==> src/rtl/instr_mem_loader_if.sv <==
// Byte-stream and memory-write bundle for instr_mem_loader.
//   slave  modport : the loader (consumes the stream, drives the write port)
//   master modport : the stream source / observer (testbench, UART bridge)
// Signals:
//   i_VALID, i_DATA[7:0] : framed input byte stream
//   o_READY              : loader accepts a byte this cycle
//   o_WE, o_WA, o_WD     : byte-wide instruction memory write port
//   o_BUSY, o_DONE, o_ERR: frame status (busy, completion pulse, sticky abort)
interface instr_mem_loader_if #(
   parameter int AW = 16
);
   logic          i_VALID;
   logic [7:0]    i_DATA;
   logic          o_READY;
   logic          o_WE;
   logic [AW-1:0] o_WA;
   logic [7:0]    o_WD;
   logic          o_BUSY;
   logic          o_DONE;
   logic          o_ERR;

   modport slave (
      input  i_VALID, i_DATA,
      output o_READY, o_WE, o_WA, o_WD, o_BUSY, o_DONE, o_ERR
   );

   modport master (
      output i_VALID, i_DATA,
      input  o_READY, o_WE, o_WA, o_WD, o_BUSY, o_DONE, o_ERR
   );
endinterface

==> src/rtl/instr_mem_loader.sv <==
// instr_mem_loader: write-side companion of the byte-addressable instruction ROM.
// Accepts a framed byte stream (ADDR_LO, ADDR_HI, CNT_LO, CNT_HI, payload) over
// valid/ready and issues one registered byte write per payload byte. o_BUSY holds
// the core off while a frame loads; a mid-frame idle of TIMEOUT cycles aborts.
// Ports:
//   i_CLK   : clock, rising edge
//   i_RST_N : asynchronous active-low reset
//   bus     : instr_mem_loader_if.slave (stream in, memory write port, status)
// Parameters: AW (address width), CW (count width), TIMEOUT (idle abort, >=2).
// Optional build macro INSTR_MEM_LOADER_CHECKSUM_EN: adds a trailing XOR checksum
// byte (state CHK); a mismatch aborts the frame with o_ERR.
module instr_mem_loader #(
   parameter int AW      = 16,
   parameter int CW      = 16,
   parameter int TIMEOUT = 1000000
) (
   input  logic              i_CLK,
   input  logic              i_RST_N,
   instr_mem_loader_if.slave bus
);
   localparam int TW = $clog2(TIMEOUT + 1);

   typedef enum logic [2:0] {
      IDLE,
      HDR,
      DATA,
`ifdef INSTR_MEM_LOADER_CHECKSUM_EN
      CHK,
`endif
      DONE
   } state_t;

`ifdef INSTR_MEM_LOADER_CHECKSUM_EN
   localparam state_t PAYLOAD_END = CHK;
`else
   localparam state_t PAYLOAD_END = DONE;
`endif

   state_t         state_q, state_d;
   logic           accept;
   logic           tmo_hit;
   logic           err_set;
   logic [TW-1:0]  tmo_q;
   logic [1:0]     idx_q;
   logic [7:0]     addr_lo_q;
   logic [7:0]     cnt_lo_q;
   logic [AW-1:0]  addr_q;
   logic [CW-1:0]  cnt_q;
   logic [CW-1:0]  hdr_cnt;
   logic           we_q;
   logic [AW-1:0]  wa_q;
   logic [7:0]     wd_q;
   logic           err_q;
`ifdef INSTR_MEM_LOADER_CHECKSUM_EN
   logic [7:0]     csum_q;
`endif

   assign accept  = bus.i_VALID && bus.o_READY;
   // Abort fires on the TIMEOUT-th consecutive cycle without an accepted byte.
   assign tmo_hit = (tmo_q == TW'(TIMEOUT - 1)) && !accept;
   assign hdr_cnt = CW'({bus.i_DATA, cnt_lo_q});

   assign bus.o_READY = (state_q != DONE);
   assign bus.o_BUSY  = (state_q != IDLE);
   assign bus.o_DONE  = (state_q == DONE);
   assign bus.o_WE    = we_q;
   assign bus.o_WA    = wa_q;
   assign bus.o_WD    = wd_q;
   assign bus.o_ERR   = err_q;

   always_ff @(posedge i_CLK or negedge i_RST_N) begin
      if (!i_RST_N) state_q <= IDLE;
      else          state_q <= state_d;
   end

   always_comb begin
      state_d = state_q;
      err_set = 1'b0;
      case (state_q)
         IDLE: if (accept) state_d = HDR;
         HDR: begin
            if (accept) begin
               if (idx_q == 2'd3) state_d = (hdr_cnt == '0) ? PAYLOAD_END : DATA;
            end else if (tmo_hit) begin
               state_d = IDLE;
               err_set = 1'b1;
            end
         end
         DATA: begin
            if (accept) begin
               if (cnt_q == CW'(1)) state_d = PAYLOAD_END;
            end else if (tmo_hit) begin
               state_d = IDLE;
               err_set = 1'b1;
            end
         end
`ifdef INSTR_MEM_LOADER_CHECKSUM_EN
         CHK: begin
            if (accept) begin
               if (bus.i_DATA == csum_q) begin
                  state_d = DONE;
               end else begin
                  state_d = IDLE;
                  err_set = 1'b1;
               end
            end else if (tmo_hit) begin
               state_d = IDLE;
               err_set = 1'b1;
            end
         end
`endif
         DONE:    state_d = IDLE;
         default: state_d = IDLE;
      endcase
   end

   // Idle counter only runs while a frame is open; any accepted byte restarts it.
   always_ff @(posedge i_CLK or negedge i_RST_N) begin
      if (!i_RST_N)                                     tmo_q <= '0;
      else if (state_q == IDLE || state_q == DONE || accept) tmo_q <= '0;
      else                                              tmo_q <= tmo_q + TW'(1);
   end

   always_ff @(posedge i_CLK or negedge i_RST_N) begin
      if (!i_RST_N)                         err_q <= 1'b0;
      else if (err_set)                     err_q <= 1'b1;
      else if (state_q == IDLE && accept)   err_q <= 1'b0;
   end

   always_ff @(posedge i_CLK or negedge i_RST_N) begin
      if (!i_RST_N) begin
         idx_q     <= '0;
         addr_lo_q <= '0;
         cnt_lo_q  <= '0;
         addr_q    <= '0;
         cnt_q     <= '0;
         we_q      <= 1'b0;
         wa_q      <= '0;
         wd_q      <= '0;
`ifdef INSTR_MEM_LOADER_CHECKSUM_EN
         csum_q    <= '0;
`endif
      end else begin
         we_q <= 1'b0;
         if (accept) begin
            case (state_q)
               IDLE: begin
                  addr_lo_q <= bus.i_DATA;
                  idx_q     <= 2'd1;
`ifdef INSTR_MEM_LOADER_CHECKSUM_EN
                  csum_q    <= bus.i_DATA;
`endif
               end
               HDR: begin
                  idx_q <= idx_q + 2'd1;
`ifdef INSTR_MEM_LOADER_CHECKSUM_EN
                  csum_q <= csum_q ^ bus.i_DATA;
`endif
                  case (idx_q)
                     2'd1:    addr_q   <= AW'({bus.i_DATA, addr_lo_q});
                     2'd2:    cnt_lo_q <= bus.i_DATA;
                     default: cnt_q    <= hdr_cnt;
                  endcase
               end
               DATA: begin
                  we_q   <= 1'b1;
                  wa_q   <= addr_q;
                  wd_q   <= bus.i_DATA;
                  addr_q <= addr_q + AW'(1);
                  cnt_q  <= cnt_q - CW'(1);
`ifdef INSTR_MEM_LOADER_CHECKSUM_EN
                  csum_q <= csum_q ^ bus.i_DATA;
`endif
               end
               default: ;
            endcase
         end
      end
   end
endmodule

==> src/flat_wrapper.sv <==
// flat-port wrapper written by rule: the top's interface ports become plain ports
module instr_mem_loader_flat 
#(
   parameter int AW      = 16,
   parameter int CW      = 16,
   parameter int TIMEOUT = 1000000
)
  (i_CLK, i_RST_N, bus_i_VALID, bus_i_DATA, bus_o_READY, bus_o_WE, bus_o_WA, bus_o_WD, bus_o_BUSY, bus_o_DONE, bus_o_ERR);
  instr_mem_loader_if #(.AW(AW)) bus_i ();
  input  logic i_CLK;
  input  logic i_RST_N;
  input wire logic [$bits(bus_i.i_VALID)-1:0] bus_i_VALID;
  input wire logic [$bits(bus_i.i_DATA)-1:0] bus_i_DATA;
  output wire logic [$bits(bus_i.o_READY)-1:0] bus_o_READY;
  output wire logic [$bits(bus_i.o_WE)-1:0] bus_o_WE;
  output wire logic [$bits(bus_i.o_WA)-1:0] bus_o_WA;
  output wire logic [$bits(bus_i.o_WD)-1:0] bus_o_WD;
  output wire logic [$bits(bus_i.o_BUSY)-1:0] bus_o_BUSY;
  output wire logic [$bits(bus_i.o_DONE)-1:0] bus_o_DONE;
  output wire logic [$bits(bus_i.o_ERR)-1:0] bus_o_ERR;
  assign bus_i.i_VALID = bus_i_VALID;
  assign bus_i.i_DATA = bus_i_DATA;
  assign bus_o_READY = bus_i.o_READY;
  assign bus_o_WE = bus_i.o_WE;
  assign bus_o_WA = bus_i.o_WA;
  assign bus_o_WD = bus_i.o_WD;
  assign bus_o_BUSY = bus_i.o_BUSY;
  assign bus_o_DONE = bus_i.o_DONE;
  assign bus_o_ERR = bus_i.o_ERR;
  instr_mem_loader #(.AW(AW), .CW(CW), .TIMEOUT(TIMEOUT)) u_core (.i_CLK(i_CLK), .i_RST_N(i_RST_N), .bus(bus_i));
endmodule
==> config.mk <==
export PLATFORM = sky130hd
export DESIGN_NAME = instr_mem_loader_flat
export DESIGN_NICKNAME = d
export VERILOG_FILES = /design/src/rtl/instr_mem_loader_if.sv /design/src/rtl/instr_mem_loader.sv /design/src/flat_wrapper.sv
export SDC_FILE = /design/constraint.sdc
export NUM_CORES = 1
export LEC_CHECK = 0
export BUFFER_PORTS_ARGS = -buffer_cell sky130_fd_sc_hd__buf_2
export CAP_MARGIN = 40
export CORE_ASPECT_RATIO = 1.1
export CORE_MARGIN = 5
export CORE_UTILIZATION = 30
export DETAILED_ROUTE_END_ITERATION = 12
export PLACE_DENSITY = 0.44
export SLEW_MARGIN = 20
export SYNTH_ARGS = -nofsm -noshare
export SYNTH_HDL_FRONTEND = slang
export SYNTH_SLANG_ARGS = --single-unit
==> constraint.sdc <==
create_clock -name i_CLK -period 4.6 [get_ports i_CLK]
set_input_delay 0.92 -clock i_CLK [delete_from_list [all_inputs] [get_ports i_CLK]]
set_output_delay 0.92 -clock i_CLK [all_outputs]
set_load 0.05 [all_outputs]
==> results of run 1 <==
[state kept, by name, indices dropped and copies added (netlist names)]
register / count
u_core.tmo_q: 20
u_core.addr_lo_q: 8
u_core.addr_q: 16
u_core.bus.o_ERR: 1
u_core.bus.o_WD: 8
u_core.cnt_lo_q: 8
u_core.cnt_q: 16
u_core.bus.o_WE: 1
u_core.bus.o_WA: 16
u_core.state_q: 3
u_core.idx_q: 2
[cell families (layout without fill, tap and decap cells)]
family	count (synthesis)	after routing
other	1	1
xor gates and xnor gates	14	14
and+or+nand+nor	164	164
AOI/OAI and AO/OA	120	120
muxes	45	45
DFF	99	99
adders and majority gates	7	7
buffers and inverters	41	76
[placed cells by master (no fill, tap or decap), types with 4 or more instances in the layout]
| master | netlist | routed |
|---|---|---|
| sky130_fd_sc_hd__buf_4 | 0 | 8 |
| sky130_fd_sc_hd__o22ai_1 | 4 | 4 |
| sky130_fd_sc_hd__nand2_1 | 25 | 25 |
| sky130_fd_sc_hd__ha_1 | 7 | 7 |
| sky130_fd_sc_hd__a31oi_1 | 5 | 5 |
| sky130_fd_sc_hd__buf_2 | 6 | 38 |
| sky130_fd_sc_hd__o2bb2ai_1 | 4 | 4 |
| sky130_fd_sc_hd__o21ai_0 | 33 | 33 |
| sky130_fd_sc_hd__and3_1 | 8 | 8 |
| sky130_fd_sc_hd__clkbuf_16 | 0 | 9 |
| sky130_fd_sc_hd__nand4_1 | 10 | 10 |
| sky130_fd_sc_hd__dfrtp_1 | 99 | 99 |
| sky130_fd_sc_hd__mux2i_1 | 6 | 6 |
| sky130_fd_sc_hd__nor4b_1 | 4 | 4 |
| sky130_fd_sc_hd__a21oi_1 | 39 | 38 |
| sky130_fd_sc_hd__nor2_1 | 29 | 28 |
| sky130_fd_sc_hd__inv_1 | 13 | 13 |
| sky130_fd_sc_hd__xnor2_1 | 12 | 12 |
| sky130_fd_sc_hd__o31ai_1 | 5 | 5 |
| sky130_fd_sc_hd__a2bb2oi_1 | 4 | 4 |
| sky130_fd_sc_hd__mux2_2 | 39 | 39 |
| sky130_fd_sc_hd__nand2b_1 | 7 | 7 |
| sky130_fd_sc_hd__or4_1 | 7 | 7 |
| sky130_fd_sc_hd__nor3_1 | 13 | 13 |
| sky130_fd_sc_hd__nand3_1 | 25 | 25 |
| sky130_fd_sc_hd__or3_1 | 4 | 4 |
| sky130_fd_sc_hd__a22oi_1 | 4 | 4 |
| sky130_fd_sc_hd__nor4_1 | 16 | 16 |
[layer usage]
layer  routed length [um]  vias up
met2                 5913       55
li1                     -     1884
met1                 6250     1907
met3                  398       17
met4                  248        0
met5                    0        -
[final cells by class]
cell class | instances | area [um^2] | share of cell area
timing repair buffer | 47 | 277.8 | 0.04846
clock inverter | 7 | 85.08 | 0.01484
clock buffer | 9 | 225.2 | 0.03929
multi-input combinational | 351 | 2362 | 0.4121
tap | 204 | 255.2 | 0.04453
sequential | 99 | 2477 | 0.4322
inverter | 13 | 48.80 | 0.008513
[worst max-delay path by stage]
stage                                           end  cells after the start
finish                                   bus_o_BUSY                      2
global route                             bus_o_DONE                      3
CTS                                      bus_o_BUSY                      2
detailed placement  u_core.addr_lo_q[1]$_DFFE_PN0P_                      4
global placement      u_core.addr_q[12]$_DFFE_PN0P_                      5
floorplan                                bus_o_DONE                      4
[power by group through the flow]
stage          sequential [mW]  clock, mW  combinational, mW
4_1_cts                   1.47      0.830               1.21
3_5_place_dp              1.48          0               1.20
5_1_grt                   1.52      0.860               1.32
2_1_floorplan             1.74          0              0.578
3_3_place_gp              1.48          0               1.19
6_report                  1.47      0.802               1.19
[per-stage QoR]
stage / area, um^2 / utilization / hold slack [ps] / setup WS [ps]
2_1_floorplan: 4990 / - / 453.3 / 1969
3_3_place_gp: 5379 / 0.3286 / 482.0 / 1826
3_5_place_dp: 5394 / 0.3295 / 481.5 / 1996
4_1_cts: 5704 / 0.3485 / 375.7 / 2055
5_1_grt: 5732 / 0.3501 / 375.6 / 1963
6_report: 5732 / 0.3501 / 385.1 / 2098
==> results list, run 1 <==
- Result of the run: finished clean
- Clock slew at the register clock pins of the worst setup and hold paths: 80 ps
* Maximum number of pins on one net before global-route repair: 62
- Area fraction in and, or, nand and nor cells after synthesis: 0.1785
- Counting along the longest clock path gives a buffer depth of 2.
* Dominant register cell in the synthesized netlist: sky130_fd_sc_hd__dfrtp_1
* Library cell used as clock root buffer: sky130_fd_sc_hd__clkbuf_16
- Area of the core: 0.01637 mm^2
- Of the total synthesized cell area, the portion taken by XOR and XNOR cells is 0.02457.
- Endpoints failing setup: 0
- Signal arrival time at the worst endpoint: 1580 ps
* Worst slew slack as a fraction of its limit: 0.4708
- Peak VDD IR: 0.2429 mV
* Cell count after placement: 713
* Filler instances: 1,602
- After the flow finishes, the layout carries non-filler instances totaling 730.
- Reg-to-reg startpoint: u_core.state_q[0]$_DFFE_PN0P_
- I/O pin count: 40
* Number of buffers added on ports: 39
* Adder and majority cell fraction of the synthesized area: 0.01755
* Number of different library cells in the post-synthesis netlist: 52
* Area grow syn2layout: 14.87%
* Tightest Pin Transition: 789.5 ps
- Leak pwr: 2.366 nW
- CP Launch Type: flip-flop
* FMAX: 399.6 MHz
* Antenna cell count: 0
- Dividing the detail-routed via count by the number of cells gives 5.292.
- After clock tree synthesis, the repair step resized 0 gates.
* Switching power of the nets: 1.463 mW
- Total die area: 0.01931 mm^2
- Post-synthesis compound-gate area fraction: 0.1482
- GR Layer Usage met3: 0.03151
- Share of the clock period used by the worst path: 0.5440
- Fin. max-slew vios: 0
- The share of synthesized area in the top cell type comes to 0.4965.
- The share of total power dissipated in sequential elements is 0.424.
* Reg2Reg Setup Slack: 2250 ps
- Share of flip-flops with an asynchronous set or reset after synthesis: 1.000
* Met2 global-route usage: 0.2099
- Initial core utilization: 0.3048
- After detailed routing, the number of remaining DRC violations is 0.
* Final HPWL DP: 8526 um
- Detailed-router iteration count before antenna repair: 6
- Cell taking the most area after synthesis: sky130_fd_sc_hd__dfrtp_1
- The slowest stage of the critical path is the sky130_fd_sc_hd__dfrtp_1 cell.
- RSZ-0062 raised after global routing: false
* Biggest cell delay along the critical path: 570 ps
- Type of destination of the critical path: primary output
* Capture instance of the worst register-to-register path: u_core.addr_q[12]$_DFFE_PN0P_
- Path type of the worst min-delay path: in2async
- The internal power of the cells totals 2.004 mW.
- Final hold violation count: 0
- The via count of the first global-routing pass is 3,878.
- GRT Total Usage: 0.1375
- In this run the worst path has a maximum fanout of 17.
* Cell area after technology mapping: 0.004990 mm^2
- Counting I/O delays and the setup requirement, the final critical path takes 2502 ps.
* Buffers inserted by post-CTS timing repair: 0
* Max-cap viol count: 0
- Sequential area share after synthesis: 0.4965
* Mapped Nets: 509
* CP top delay family: flip-flops
* Logic gate share of total power: 0.344
- Together, buffers and inverters on the worst path number 1.
- The die is 145.3 um tall.
- Source-to-sink clock delay at the later pin of the worst-skew pair: 360 ps
- GR met1 Demand/Resource: 0.1921
- Mean instance size in the synthesized netlist: 10.16 um^2
- The critical path goes through or3_1 > buf_2.
- Synthesis inferred 99 register bits.
- The final layout contains routed wiring with a total length of 12,810 um.
- Counting flops with a built-in enable in the synthesized netlist gives 0.
- Deepest level of the CTS H-tree: 3
* Leading cell type by number of instances after synthesis: sky130_fd_sc_hd__dfrtp_1
* Hold Buf Count CTS: 0
* Most heavily used metal layer in global routing: met2
* Dominant combinational cell family by area after synthesis: simple AND/OR/NAND/NOR gates
* Multiplexer area fraction after synthesis: 0.1001
- Total Nets Final: 539
- Crit path launch: u_core.state_q[0]$_DFFE_PN0P_
- Required time of the critical path: 3680 ps
* Initial antenna violation count: 0
* Total chip power: 3.467 mW
* Clock share of power: 0.231
- Global placement routability congestion: 0.7751
- Wire length of the first global-routing pass: 21,370 um
* Maximum clock skew at final layout: 10.58 ps
- Worst reg2reg path depth: 5
* CP Class: reg2out
* WL/cell: 17.55 um
* Antenna-violating nets left: 0
- Of the cells placed in the final design, the portion with a size suffix greater than 1 is 0.2072.
- Counting the buffers created by CTS gives 9.
- TritonCTS built the clock tree.
- Dividing total power by cell area gives a power density of 604.8 mW/mm^2.
* Yosys Warn Count: 0
- The commonest cells after synthesis are sky130_fd_sc_hd__dfrtp_1 (99), sky130_fd_sc_hd__a21oi_1 (39), sky130_fd_sc_hd__mux2_2 (39).
- The floorplan has 49 rows.
- Clock tree sinks: 99
- For this run the aggregate overflow at the end of global routing stands at 0.
- 1st-iter DRT viols: 249
* DIE WIDTH: 133.0 um
- Summing over every cut layer, the via total after detailed routing is 3,863.
* Sw frac: 0.4221
* Setup TNS after final layout: 0 ps
- The cell count after synthesis came out at 491.
- Main area contributors after synthesis: sky130_fd_sc_hd__dfrtp_1 (50%), sky130_fd_sc_hd__mux2_2 (8.8%), sky130_fd_sc_hd__a21oi_1 (3.9%)
(Power assumes the default switching activity.)
==> inputs of run 2 (changes only) <==
- PLACE_DENSITY: 0.44 -> 0.45
- clock period: 4.6 -> 2.2 ns (I/O delays scaled with it)
==> run 2 against run 1 <==
Effect of this change: sequential power up 110%; largest power group unchanged; flip-flop and latch count unchanged; power rose by 110%; final cell count is 2.2% higher; critical path depth grew 4; clock skew decreased by 1.5 ps; die area unchanged; routed wire length increased by 0.96%.
==> results list, run 2 (synthesized netlist as in run 1, its figures left out) <==
- Vias in the first global route: 4,017 (+3.6%)
- The final hold slack was 71.43 ps (-313.6 ps).
- Hold Buf Count CTS: 0 (unchanged)
- The hold violation total from the final report came to 0 (unchanged).
- The mean number of vias per cell was 5.339 (+0.89%).
* Total die area: 0.01931 mm^2 (unchanged)
- Deepest level of the CTS H-tree: 3 (unchanged)
- The number of clock buffers inserted by TritonCTS is 9 (unchanged).
- Flip-flop count of the largest register, all copies and words added: 20 (unchanged)
* Fin. max-slew vios: 0 (unchanged)
- Top register by number of flip-flops: u_core.tmo_q
- Routed vias: 3,983 (+3.1%)
- Share of the clock period used by the worst path: 0.9301
- The final estimated routing congestion in global placement came to 0.7912 (+2.1%).
- Clock slew at the register clock pins of the worst setup and hold paths: 70 ps (about the same)
- The power per cell area came to 1239 mW/mm^2 (+100%).
- The initial antenna violation count was 0 (unchanged).
* Clock tree from TritonCTS: done
* Total Nets Final: 555 (+3.0%)
- The global-route wire length before repair came to 21,750 um (+1.8%).
* Clock share of power: 0.216 (-0.015)
- After layout, the minimum clock period comes to 2046 ps.
- Library cell used as clock root buffer: sky130_fd_sc_hd__clkbuf_16
- FMAX: 488.7 MHz
- The post-placement cell count came to 730 (+2.4%).
* Maximum number of pins on one net before global-route repair: 51 (-18%)
* Total chip power: 7.267 mW (+110%)
- The maximum fanout encountered on the critical timing path is 5 (-12).
- Detailed-router iteration count before antenna repair: 5 (-1)
- The top cell types in the final layout, fill and taps aside, are sky130_fd_sc_hd__dfrtp_1 (99), sky130_fd_sc_hd__mux2_2 (39), sky130_fd_sc_hd__a21oi_1 (38), sky130_fd_sc_hd__buf_2 (38), sky130_fd_sc_hd__o21ai_0 (33).
- Buffers inserted by post-CTS timing repair: 0 (unchanged)
* Type of destination of the critical path: flip-flop
- Non-filler cells in the finished layout: 746 (+2.2%)
- The depth of the most critical reg-to-reg path is 6 (+1).
- The maximum buffer depth of the clock tree was 2 (unchanged).
* Required time of the critical path: 2480 ps (-1200 ps)
- The data arrival time of the worst path was 2330 ps (+750 ps).
- Clock tree sinks: 99 (unchanged)
- The worst slew margin relative to its limit is 0.6216 (+0.1508).
- Sum of routed wire length over all layers: 12,930 um (+0.96%)
* DIE WIDTH: 133.0 um (unchanged)
- Source-to-sink clock delay at the later pin of the worst-skew pair: 350 ps (about the same)
* Sw frac: 0.4225 (about the same)
- The flow ran to the end, and the final reports show no timing, DRC or antenna violations.
* Setup TNS after final layout: 0 ps (unchanged)
* Sequential cell fraction of total power: 0.417 (-0.007)
* Maximum clock skew at final layout: 9.036 ps (-1.546 ps)
- Switching power of the nets: 3.070 mW (+110%)
- Die Y-Extent: 145.3 um (unchanged)
* Antenna cell count: 0 (unchanged)
* Endpoints failing setup: 0 (unchanged)
* CP Launch Type: flip-flop
- Setup repair after global routing left no endpoint under its margin.
- The leakage dissipation is 2.441 nW (+3.2%).
- The combinational share of power is 0.368 (+0.024).
- Path type of the worst min-delay path: in2async
- Tightest Pin Transition: 567.5 ps (-221.9 ps)
- Max-cap viol count: 0 (unchanged)
- Most common library cell in the layout ignoring fill and taps: sky130_fd_sc_hd__dfrtp_1
* Number of buffers added on ports: 39 (unchanged)
- CP Class: reg2reg
- Cell row count: 49 (unchanged)
- Residual DRC count: 0 (unchanged)
- The maximum vdd drop was 0.6526 mV (+170%).
- Share of post-route cells with drive strength above 1: 0.2288 (+0.02156)
- The detailed router's first-iteration violation count is 214 (-14%).
- The final HPWL from detailed placement is 8988 um (+5.4%).
- The endpoint identified for the worst register-to-register timing path is u_core.cnt_q[10]$_DFFE_PN0P_.
- The remaining antenna violation count after routing is 0 (unchanged).
- Area of the core: 0.01637 mm^2 (unchanged)
* Reg-to-reg startpoint: u_core.cnt_q[1]$_DFFE_PN0P_
- Initial core utilization: 0.3048 (unchanged)
* Reg2Reg Setup Slack: 150 ps (-2100 ps)
- I/O pin count: 40 (unchanged)
* Total gr overflow: 0 (unchanged)
- The detailed-route wire length per cell came to 17.34 um (-1.2%).
- From synthesis to final layout, the design area changed by 17.58%.
- Utilization of the core after routing: 0.3584 (+0.008255)
* GRT Total Usage: 0.1391 (+0.001609)
* Internal: 4.197 mW (+110%)
-- run 2: what timing repair did --
action | CTS | global route
setup endpoints to repair | 0 | 1
resized for setup | 0 | 1
hold endpoints to repair | 0 | 0
-- run 2: cell type report --
| class | instances | area, um^2 |
|---|---|---|
| repair buffers | 63 | 440.4 |
| flip-flops and latches | 99 | 2477 |
| clock buffers | 11 | 242.7 |
| inverters | 13 | 48.80 |
| clock inverters | 5 | 45.04 |
| multi-input cells | 351 | 2357 |
| well taps | 204 | 255.2 |
| fillers | 1665 | 10500 |
-- run 2: routing by layer --
metal | part of all wire | GRT usage | vias up
met5 | 0 | 0 | -
li1 | - | - | 1912
met3 | 0.033 | 0.02805 | 22
met2 | 0.46 | 0.2124 | 74
met4 | 0.021 | 0.05613 | 0
met1 | 0.48 | 0.1932 | 1975
-- run 2: metrics by stage --
step | setup WS (ps) | area [um^2]
2_1_floorplan | 49.06 | 4990
3_3_place_gp | 137.7 | 5577
3_5_place_dp | 39.97 | 5577
4_1_cts | 58.01 | 5864
5_1_grt | 53.54 | 5867
6_report | 153.8 | 5867
-- run 2: power by group through the flow --
stage          combinational [mW]  clock, mW  sequential (mW)
5_1_grt                      2.89       1.69             3.15
3_5_place_dp                 2.67          0             3.05
3_3_place_gp                 2.64          0             3.03
4_1_cts                      2.68       1.62             3.02
6_report                     2.67       1.57             3.03
2_1_floorplan                1.21          0             3.64
-- run 2: worst max-delay path, stage by stage, from the launching register on --
cell	delay, ps
sky130_fd_sc_hd__dfrtp_1	400
sky130_fd_sc_hd__inv_1	100
sky130_fd_sc_hd__ha_1	200
sky130_fd_sc_hd__or3b_4	430
sky130_fd_sc_hd__or4_1	510
sky130_fd_sc_hd__a21oi_1	180
sky130_fd_sc_hd__a2bb2oi_1	160
-- run 2: worst max-delay path by stage --
stage | startpoint | endpoint | slack [ps] | cells past startpoint
3_5_place_dp | u_core.cnt_q[1]$_DFFE_PN0P_ | u_core.cnt_q[10]$_DFFE_PN0P_ | 40 | 6
6_report | u_core.cnt_q[1]$_DFFE_PN0P_ | u_core.cnt_q[10]$_DFFE_PN0P_ | 150 | 6
5_1_grt | u_core.cnt_q[1]$_DFFE_PN0P_ | u_core.cnt_q[10]$_DFFE_PN0P_ | 50 | 6
3_3_place_gp | u_core.cnt_q[1]$_DFFE_PN0P_ | u_core.cnt_q[10]$_DFFE_PN0P_ | 140 | 6
2_1_floorplan | u_core.state_q[0]$_DFFE_PN0P_ | bus_o_DONE | 50 | 4
4_1_cts | u_core.cnt_q[1]$_DFFE_PN0P_ | u_core.cnt_q[10]$_DFFE_PN0P_ | 60 | 6
==> inputs of run 3 (changes only) <==
- CORE_ASPECT_RATIO: 1.1 -> unset
==> run 3 against run 2 <==
Effect of this change: power rose by 1.6%; worst setup slack improved by 38 ps; largest power group unchanged; clock skew barely moved; sequential share of layout area fell by 0.31 points; critical endpoint unchanged; non-clock buffer count rose by 1; largest cell class unchanged.
==> results list, run 3 (synthesized netlist as in run 1, its figures left out) <==
* Result of the run: finished clean
* Antenna cell count: 0 (unchanged)
- The height of the die came to 139.0 um (-4.3%).
* Path type of the worst min-delay path: in2async
* Global placement routability congestion: 0.8018 (+1.3%)
* Fin. max-slew vios: 0 (unchanged)
- The number of clock buffers inserted by TritonCTS came to 9 (unchanged).
* CP Class: reg2reg
* Clock slew at the register clock pins of the worst setup and hold paths: 80 ps (about the same)
- The leakage dissipation was 2.458 nW (+0.68%).
- TritonCTS built the clock tree.
* Share of the clock period used by the worst path: 0.9130 (-0.01710)
* Signal arrival time at the worst endpoint: 2290 ps (-40 ps)
* Antenna-violating nets left: 0 (unchanged)
* Endpoints failing setup: 0 (unchanged)
- DIE WIDTH: 139.0 um (+4.5%)
* Vias/cell: 5.142 (-3.7%)
- The number of buffers inserted for hold repair after clock tree synthesis was 0 (unchanged).
- Total Nets Final: 556 (+0.18%)
- RSZ-0062 raised after global routing: false
* Detailed-router iteration count before antenna repair: 4 (-1)
- The worst slew margin relative to its limit was 0.6265 (+0.004833).
- The maximum fanout encountered on the critical timing path came to 5 (unchanged).
- The total DRC errors in the routed layout is 0 (unchanged).
- The I/O pin count was 40 (unchanged).
- Deepest level of the CTS H-tree: 3 (unchanged)
- Initial antenna violation count: 0 (unchanged)
- Top register by number of flip-flops: u_core.tmo_q
* Utilization of the core after routing: 0.3590 (+0.0005630)
* Wire length of the first global-routing pass: 21,030 um (-3.3%)
- Share of post-route cells with drive strength above 1: 0.2320 (+0.003262)
- Maximum number of pins on one net before global-route repair: 51 (unchanged)
- Biggest cell delay along the critical path: 500 ps (about the same)
- Power per unit of standard cell area: 1249 mW/mm^2 (+0.81%)
- Most common library cell in the layout ignoring fill and taps: sky130_fd_sc_hd__dfrtp_1
- Tightest Pin Transition: 560.3 ps (-7.249 ps)
* WL/cell: 16.73 um (-3.5%)
- The final HPWL from detailed placement came to 8920 um (-0.76%).
- Critical path cell sequence: inv_1 > ha_1 > or3b_4 > or4_1 > a21oi_1 > a2bb2oi_1
* Final hold violation count: 0 (unchanged)
* Buffers inserted by post-CTS timing repair: 0 (unchanged)
- 1st-iter DRT viols: 185 (-14%)
* Area grow syn2layout: 18.46%
- Area of the core: 0.01647 mm^2 (+0.59%)
* CP Launch Type: flip-flop
- Initial core utilization: 0.3030 (-0.001784)
- The floorplan row count came to 47 (-4.1%).
* Maximum clock skew at final layout: 9.305 ps (+0.2693 ps)
* Clock tree sinks: 99 (unchanged)
- Library cell contributing the largest single delay on the critical path: sky130_fd_sc_hd__or4_1
* Source-to-sink clock delay at the later pin of the worst-skew pair: 360 ps (about the same)
- Peak VDD IR: 0.4783 mV (-27%)
* GRT Total Usage: 0.1345 (-0.004566)
* Vias in the first global route: 3,840 (-4.4%)
* Type of destination of the critical path: flip-flop
- The final period demand of the worst path came to 2009 ps (-37.62 ps).
* Commonest cells after routing, fill and taps aside: sky130_fd_sc_hd__dfrtp_1 (99), sky130_fd_sc_hd__mux2_2 (39), sky130_fd_sc_hd__a21oi_1 (38), sky130_fd_sc_hd__buf_2 (38), sky130_fd_sc_hd__o21ai_0 (33)
- The final routed wirelength across all metal layers came to 12,770 um (-1.3%).
- Library cell used as clock root buffer: sky130_fd_sc_hd__clkbuf_16
- The count of buffers inserted at the top-level ports came to 39 (unchanged).
* Maximum root-to-sink buffer count: 2 (unchanged)
- The area enclosed by the die boundary is 0.01931 mm^2 (about the same).
* FMAX: 497.9 MHz (+1.9%)
- Total gr overflow: 0 (unchanged)
* Max-cap viol count: 0 (unchanged)
- Routed vias: 3,923 (-1.5%)
- Setup TNS after final layout: 0 ps (unchanged)
- The flip-flop count of the largest register after layout came to 20 (unchanged).
* Required time of the critical path: 2490 ps (about the same)
-- run 3: changes by cell type in the layout (fill, tap and decap cells not counted) --
cell | before | now
sky130_fd_sc_hd__clkbuf_1 | 1 | 0
sky130_fd_sc_hd__clkinv_4 | 2 | 0
sky130_fd_sc_hd__clkinv_8 | 0 | 1
sky130_fd_sc_hd__inv_6 | 1 | 3
sky130_fd_sc_hd__buf_4 | 20 | 22
sky130_fd_sc_hd__buf_12 | 5 | 4
sky130_fd_sc_hd__bufinv_16 | 0 | 1
sky130_fd_sc_hd__clkbuf_8 | 1 | 0
-- run 3: path summary, 6_finish.rpt --
kind	slack, ps	start	endpoint	cells after the start
worst min-delay path	30	i_RST_N	u_core.cnt_q[10]$_DFFE_PN0P_	1
max in group asynchronous	1600	i_RST_N	u_core.tmo_q[17]$_DFF_PN0_	2
worst max-delay path	190	u_core.cnt_q[1]$_DFFE_PN0P_	u_core.cnt_q[10]$_DFFE_PN0P_	6
min in group i_CLK	400	bus_i_DATA[7]	u_core.bus.o_WD[7]$_DFFE_PN0P_	2
worst min register to register	500	u_core.tmo_q[0]$_DFF_PN0_	u_core.tmo_q[0]$_DFF_PN0_	1
worst max register to register	190	u_core.cnt_q[1]$_DFFE_PN0P_	u_core.cnt_q[10]$_DFFE_PN0P_	6
-- run 3: final cells by class --
cell class              instances  area (um^2)
clock buffers                   9        225.2
repair buffers                 64        435.4
clock inverters                 7        91.34
inverters                      13        48.80
multi-input cells             351         2357
fillers                      1707        10560
well taps                     220        275.3
flip-flops and latches         99         2477
-- run 3: report_power, final --
part	switching, mW	internal [mW]	total, mW
registers	0.597	2.43	3.03
clock network	0.788	0.913	1.70
logic	1.71	0.943	2.65
-- run 3: routing by layer --
| layer | part of all wire | GRT usage | vias up | routed length [um] |
|---|---|---|---|---|
| met4 | 0.018 | 0.05304 | 0 | 233 |
| li1 | - | - | 1917 | - |
| met2 | 0.45 | 0.2010 | 60 | 5803 |
| met3 | 0.030 | 0.01724 | 14 | 389 |
| met1 | 0.50 | 0.1980 | 1932 | 6341 |
| met5 | 0 | 0 | - | 0 |
-- run 3: metrics by stage --
stage	cell area [um^2]	std cells	hold WS [ps]	total power, mW	setup WS [ps]
finish	5911	763	29.29	7.381	191.4
global route	5911	763	72.00	7.835	69.00
CTS	5908	763	45.74	7.441	75.51
detailed placement	5592	747	435.1	5.714	80.84
global placement	5592	747	434.2	5.678	137.5
floorplan	4990	491	144.4	4.851	49.06
-- run 3: worst max-delay path, delay by kind of cell (launching register included) --
family | cells | cell delay (ps)
adder cells (fa/ha/maj) | 1 | 190
flip-flops | 1 | 400
buffers and inverters | 1 | 100
AO/OA/AOI/OAI | 2 | 320
AND/OR/NAND/NOR | 2 | 920
-- run 3: what timing repair did --
action / in CTS / in global routing
hold endpoints to repair: 0 / 0
setup endpoints to repair: 0 / 1
resized for setup: 0 / 1
